--- src/rtl/writeback_stage.sv ---
// Writeback stage: MEM/WB pipeline register plus load alignment/extension and result select.
// Optional retired-instruction counter enabled by defining WB_RETIRE_CNT_EN.
module writeback_stage #(
  parameter int XLEN = 64
) (
  input  logic            clk,
  input  logic            rst_n,
  input  logic            mem_valid,
  input  logic [4:0]      mem_rd,
  input  logic            mem_regwrite,
  input  logic [1:0]      mem_wb_sel,
  input  logic [2:0]      mem_funct3,
  input  logic [XLEN-1:0] mem_alu_result,
  input  logic [XLEN-1:0] mem_load_data,
  input  logic [XLEN-1:0] mem_pc,
  input  logic            stall,
  input  logic            flush,
  output logic [XLEN-1:0] wrt_data,
  output logic [4:0]      rd,
  output logic            RegWrite,
  output logic            wb_valid,
  output logic            load_misaligned
`ifdef WB_RETIRE_CNT_EN
  ,
  output logic [63:0]     retire_count
`endif
);

  localparam logic [1:0] SEL_ALU  = 2'b00;
  localparam logic [1:0] SEL_LOAD = 2'b01;
  localparam logic [1:0] SEL_PC4  = 2'b10;

  localparam logic [2:0] F3_LB  = 3'b000;
  localparam logic [2:0] F3_LH  = 3'b001;
  localparam logic [2:0] F3_LW  = 3'b010;
  localparam logic [2:0] F3_LD  = 3'b011;
  localparam logic [2:0] F3_LBU = 3'b100;
  localparam logic [2:0] F3_LHU = 3'b101;
  localparam logic [2:0] F3_LWU = 3'b110;

  logic            r_valid;
  logic [4:0]      r_rd;
  logic            r_regwrite;
  logic [1:0]      r_wb_sel;
  logic [2:0]      r_funct3;
  logic [XLEN-1:0] r_alu_result;
  logic [XLEN-1:0] r_load_data;
  logic [XLEN-1:0] r_pc;

  // NOTE: sequential state uses non-blocking assignments so every register samples pre-edge values.
  always_ff @(posedge clk or negedge rst_n) begin
    if (!rst_n) begin
      r_valid      <= 1'b0;
      r_rd         <= '0;
      r_regwrite   <= 1'b0;
      r_wb_sel     <= '0;
      r_funct3     <= '0;
      r_alu_result <= '0;
      r_load_data  <= '0;
      r_pc         <= '0;
    end else if (flush) begin
      // A bubble only needs valid cleared; the stale fields are harmless.
      r_valid <= 1'b0;
    end else if (!stall) begin
      r_valid      <= mem_valid;
      r_rd         <= mem_rd;
      r_regwrite   <= mem_regwrite;
      r_wb_sel     <= mem_wb_sel;
      r_funct3     <= mem_funct3;
      r_alu_result <= mem_alu_result;
      r_load_data  <= mem_load_data;
      r_pc         <= mem_pc;
    end
  end

  logic [2:0]      offset;
  logic [XLEN-1:0] shifted;
  logic [XLEN-1:0] load_ext;
  logic            misaligned;

  assign offset  = r_alu_result[2:0];
  assign shifted = r_load_data >> {offset, 3'b000};

  // NOTE: every always_comb output gets a default first so no path can infer a latch.
  always_comb begin
    load_ext   = '0;
    misaligned = 1'b0;
    unique case (r_funct3)
      F3_LB:  load_ext = {{(XLEN-8){shifted[7]}}, shifted[7:0]};
      F3_LH:  load_ext = {{(XLEN-16){shifted[15]}}, shifted[15:0]};
      F3_LW:  load_ext = {{(XLEN-32){shifted[31]}}, shifted[31:0]};
      F3_LD:  load_ext = shifted;
      F3_LBU: load_ext = {{(XLEN-8){1'b0}}, shifted[7:0]};
      F3_LHU: load_ext = {{(XLEN-16){1'b0}}, shifted[15:0]};
      F3_LWU: load_ext = {{(XLEN-32){1'b0}}, shifted[31:0]};
      default: load_ext = '0;
    endcase
    unique case (r_funct3)
      F3_LH, F3_LHU: misaligned = offset[0];
      F3_LW, F3_LWU: misaligned = |offset[1:0];
      F3_LD:         misaligned = |offset;
      F3_LB, F3_LBU: misaligned = 1'b0;
      default:       misaligned = 1'b1;
    endcase
  end

  always_comb begin
    wrt_data = '0;
    unique case (r_wb_sel)
      SEL_ALU:  wrt_data = r_alu_result;
      SEL_LOAD: wrt_data = misaligned ? '0 : load_ext;
      SEL_PC4:  wrt_data = r_pc + XLEN'(4);
      default:  wrt_data = '0;
    endcase
  end

  assign rd              = r_rd;
  assign wb_valid        = r_valid;
  assign load_misaligned = r_valid & (r_wb_sel == SEL_LOAD) & misaligned;
  assign RegWrite        = r_valid & r_regwrite & (|r_rd) & ~load_misaligned
                         & (r_wb_sel != 2'b11);

`ifdef WB_RETIRE_CNT_EN
  // A held instruction retires once, on the edge where it finally leaves WB.
  always_ff @(posedge clk or negedge rst_n) begin
    if (!rst_n) begin
      retire_count <= '0;
    end else if (r_valid && !stall) begin
      retire_count <= retire_count + 64'd1;
    end
  end
`endif

endmodule

--- config.mk ---
export PLATFORM = sky130hd
export DESIGN_NAME = writeback_stage
export DESIGN_NICKNAME = d
export VERILOG_FILES = /design/src/rtl/writeback_stage.sv
export SDC_FILE = /design/constraint.sdc
export NUM_CORES = 1
export LEC_CHECK = 0
export BUFFER_PORTS_ARGS = -buffer_cell sky130_fd_sc_hd__buf_2
export CORE_UTILIZATION = 44
export CTS_CLUSTER_DIAMETER = 80
export DETAILED_ROUTE_END_ITERATION = 6
export GPL_TIMING_DRIVEN = 1
export PLACE_DENSITY = 0.73
export SLEW_MARGIN = 20
export SYNTH_ARGS = -nofsm -noshare
export SYNTH_HDL_FRONTEND = slang
export SYNTH_SLANG_ARGS = --single-unit
--- constraint.sdc ---
create_clock -name clk -period 2.66 [get_ports clk]
set_input_delay 0.532 -clock clk [delete_from_list [all_inputs] [get_ports clk]]
set_output_delay 0.532 -clock clk [all_outputs]
set_load 0.03 [all_outputs]
==> impl_metrics.csv <==
group,metric,value,unit
run_status,status,"finished, violations left",
run_status,violations,"setup timing",
final_layout,fin_nets,1731,
yosys,synth_area_leaders,"dfrtp_1, mux2_2, mux2i_1",
clock_network,ctsLongestPathBuffers,3,
sta,setup_viol,65,
grt,track_usage,30.3,%
place,place_area,0.0151,mm2
place,post-place-ws,-211,ps
min_path,hp-class,"in -> async",
clock_network,htreeDepth,1,
grt,grt_pass1_vias,10871,
yosys,synth_nets,1287,
yosys,synthesis.area,0.0120,mm2
yosys,yosys.area.top_type,"dfrtp_1",
routing,vias,10908,
grt,grt_max_degree,116,
final_layout,drive_gt1_share,61.2,%
power,leakage,7.65,nW
routing,routed_via_density,5.79,
yosys,postSynthAreaPerCell,11.1,um2
floorplan,row_count,60,
sta,slew_headroom,53.9,%
yosys,synth_top_area_share,42.6,%
sta,skew,0,ps
yosys,ys_seq_elements,204,
grt,grt_pass1_wl,64600,um
floorplan,coreArea,0.0268,mm2
clock_network,holdBufCountCts,0,
power,peakVddDrop,0.500,mV
grt,antenna_found_initial,4,
place,place_hpwl,31900,um
critical_path,r2r_start,"r_alu_result[0]",
critical_path,required,2130,ps
grt,grt_remaining_overflow,0,
yosys,seq_area_frac_synth,42.6,%
yosys,synthSimpleGateAreaFrac,9.92,%
yosys,yosys-mux-area-fraction,27.9,%
critical_path,cp-start-kind,"register",
sta,min_period_over_period,122,%
job,max_cap_violations,0,
sta,timing_max_transition_violations_final,0,
yosys,synth_xor_area_share,4.24,%
sta,worst_pin_slew,692,ps
yosys,ys_warn_count,0,
place,numPortBuffers,279,
clock_network,numCtsBuffers,23,
routing,wire_per_inst,23.3,um
final_layout,design_area,0.0177,mm2
critical_path,crit_path_end_kind,"output port",
sta,max_clock_freq,308,MHz
final_layout,fillerInstances,2005,
clock_network,worstSkewPairLatency,520,ps
critical_path,critPathKind,"reg -> out",
yosys,async_flop_share,100,%
place,gp_congestion,0.938,
floorplan,die_area,0.0279,mm2
routing,totalWireLength,43800,um
floorplan,die_h,167,um
yosys,synthAdderAreaFrac,0.104,%
routing,firstDrtPassIters,6,
final_layout,multi_input_area,0.00759,mm2
routing,drt_iter0_markers,869,
yosys,synth_top_family_by_area,"multiplexers",
clock_network,tritoncts,"done",
floorplan,start_util,44.7,%
yosys,synth_compound_area_share,11.5,%
critical_path,cp_max_fo,32,
final_layout,final_util,66.1,%
yosys,syn_inst,1078,
power,power_density,718,mW/mm2
routing,route.detailed.drc,0,
final_layout,seq_area,0.00511,mm2
yosys,ys.flop_type,"dfrtp_1",
sta,rsz0062_at_grt,"yes",
critical_path,crit_arrival,2720,ps
yosys,synth_edf_count,0,
routing,ant_nets,0,
yosys,ys_types,65,
sta,timing.final.ws_setup,-587,ps
floorplan,die_x,167,um
place,placed_cells,1795,
final_layout,fin_cells,1883,
clock_network,cts-root-buf,"clkbuf_16",
floorplan,io_pins,280,
sta,finalHoldViolations,0,
clock_network,clock-sinks,204,
clock_network,clkTransAtPathRegs,70,ps
sta,fin_crit,3250,ps
final_layout,area_growth,48.0,%
critical_path,worstSetupStartpoint,"r_alu_result[1]",
sta,holdWs,3.96,ps
where the power goes:
| part | total (W) | switching (W) | internal, W |
|---|---|---|---|
| sequential | 0.00407 | 0.000505 | 0.00356 |
| clock | 0.00329 | 0.00132 | 0.00197 |
| combinational | 0.00536 | 0.00279 | 0.00257 |
Yosys cell counts, types with 4 or more instances:
| cell type | instances |
|---|---|
| buf_2 | 15 |
| o22ai_1 | 33 |
| o2bb2ai_1 | 4 |
| buf_1 | 5 |
| nand2b_1 | 4 |
| nor2b_1 | 5 |
| o211ai_2 | 4 |
| o211ai_1 | 27 |
| nor3_1 | 10 |
| and3_1 | 9 |
| mux4_2 | 14 |
| buf_6 | 5 |
| o221ai_1 | 5 |
| a22oi_1 | 28 |
| nand3_1 | 26 |
| dfrtp_1 | 204 |
| xnor2_1 | 40 |
| clkbuf_1 | 50 |
| xor2_1 | 18 |
| mux2i_1 | 59 |
| nor4_1 | 10 |
| o21ai_0 | 42 |
| nand2_1 | 70 |
| mux2_2 | 216 |
| and2_1 | 4 |
| nand4_1 | 21 |
| a21oi_1 | 34 |
| nor2_1 | 41 |
| inv_1 | 17 |
| nor4_2 | 4 |
state kept, by name (all words and copies together) (netlist names):
signal and flops:
r_alu_result 64, r_load_data 64, r_pc 64, rd 5, r_funct3 3, r_wb_sel 2, r_regwrite 1, wb_valid 1
worst max-delay path: stages (launching register included):
cell	delay, ps
dfrtp_2	550
mux2_2	420
o2bb2ai_4	180
nor4_4	70
a31o_4	240
o21ai_4	150
buf_12	200
o211ai_1	180
buf_4	210
placed cells by master, fill, tap and decap left out, types with 10 or more instances in the layout:
cell,Yosys,final
mux4_2,14,14
a21oi_4,0,12
buf_6,5,65
nand4_1,21,21
o211ai_1,27,27
o21ai_2,0,15
xnor2_1,40,37
xor2_1,18,18
mux2i_4,0,18
a21oi_1,34,10
buf_4,3,191
nand2_1,70,68
nor2_1,41,33
dfrtp_1,204,200
buf_2,15,215
a22oi_1,28,27
o22ai_2,0,24
clkbuf_16,0,23
o21ai_0,42,19
buf_12,0,20
mux2i_1,59,40
inv_1,17,17
mux2_2,216,209
nand3_1,26,22
a21oi_2,0,12
timing repair:
item,CTS,global route
buffers inserted,23,24
hold endpoints to repair,0,0
pin swaps,26,43
setup endpoints to repair,65,65
cloned,2,0
resized for setup,202,152
kinds of logic after synthesis:
kind of cell / after synthesis
AOI/OAI and AO/OA: 206
xor gates and xnor gates: 58
adders and majority gates: 1
buffers and inverters: 97
DFF: 204
muxes: 289
and+or+nand+nor: 223
per-stage QoR:
stage	TNS, ps	total power (W)
final	-31290	0.0127
after detailed placement	-954	0.00821
after CTS	-29300	0.0121
after floorplan	-772	0.00643
after global placement	-1100	0.00816
after global routing	-36140	0.0132
cell type report:
type | count | area share [%]
antenna | 4 | 0.0565
clock buffer | 30 | 3.57
clock inverter | 11 | 0.805
inverter | 18 | 0.381
multi-input combinational | 777 | 42.8
sequential | 204 | 28.9
tap | 341 | 2.41
timing repair buffer | 498 | 21.1
metal layers:
layer / global-route usage, % / wire length [um] / vias up
li1: - / - / 4898
met1: 41.7 / 18900 / 5467
met2: 48.8 / 20800 / 447
met3: 3.94 / 2410 / 96
met4: 11.5 / 1640 / 0
met5: 0 / 0 / -
path summary, 6_finish.rpt:
kind                                     to  slack [ps]  cells after the start
hold / removal             r_alu_result[52]           4                      1
setup / recovery               wrt_data[45]        -590                      8
hold reg to reg            r_alu_result[20]         510                      1
min in group clk                   r_pc[62]         230                      3
setup reg to reg            r_alu_result[0]        1210                      4
max in group asynchronous          r_pc[44]        1730                      2
No activity file was read; power rests on OpenSTA's default activity.
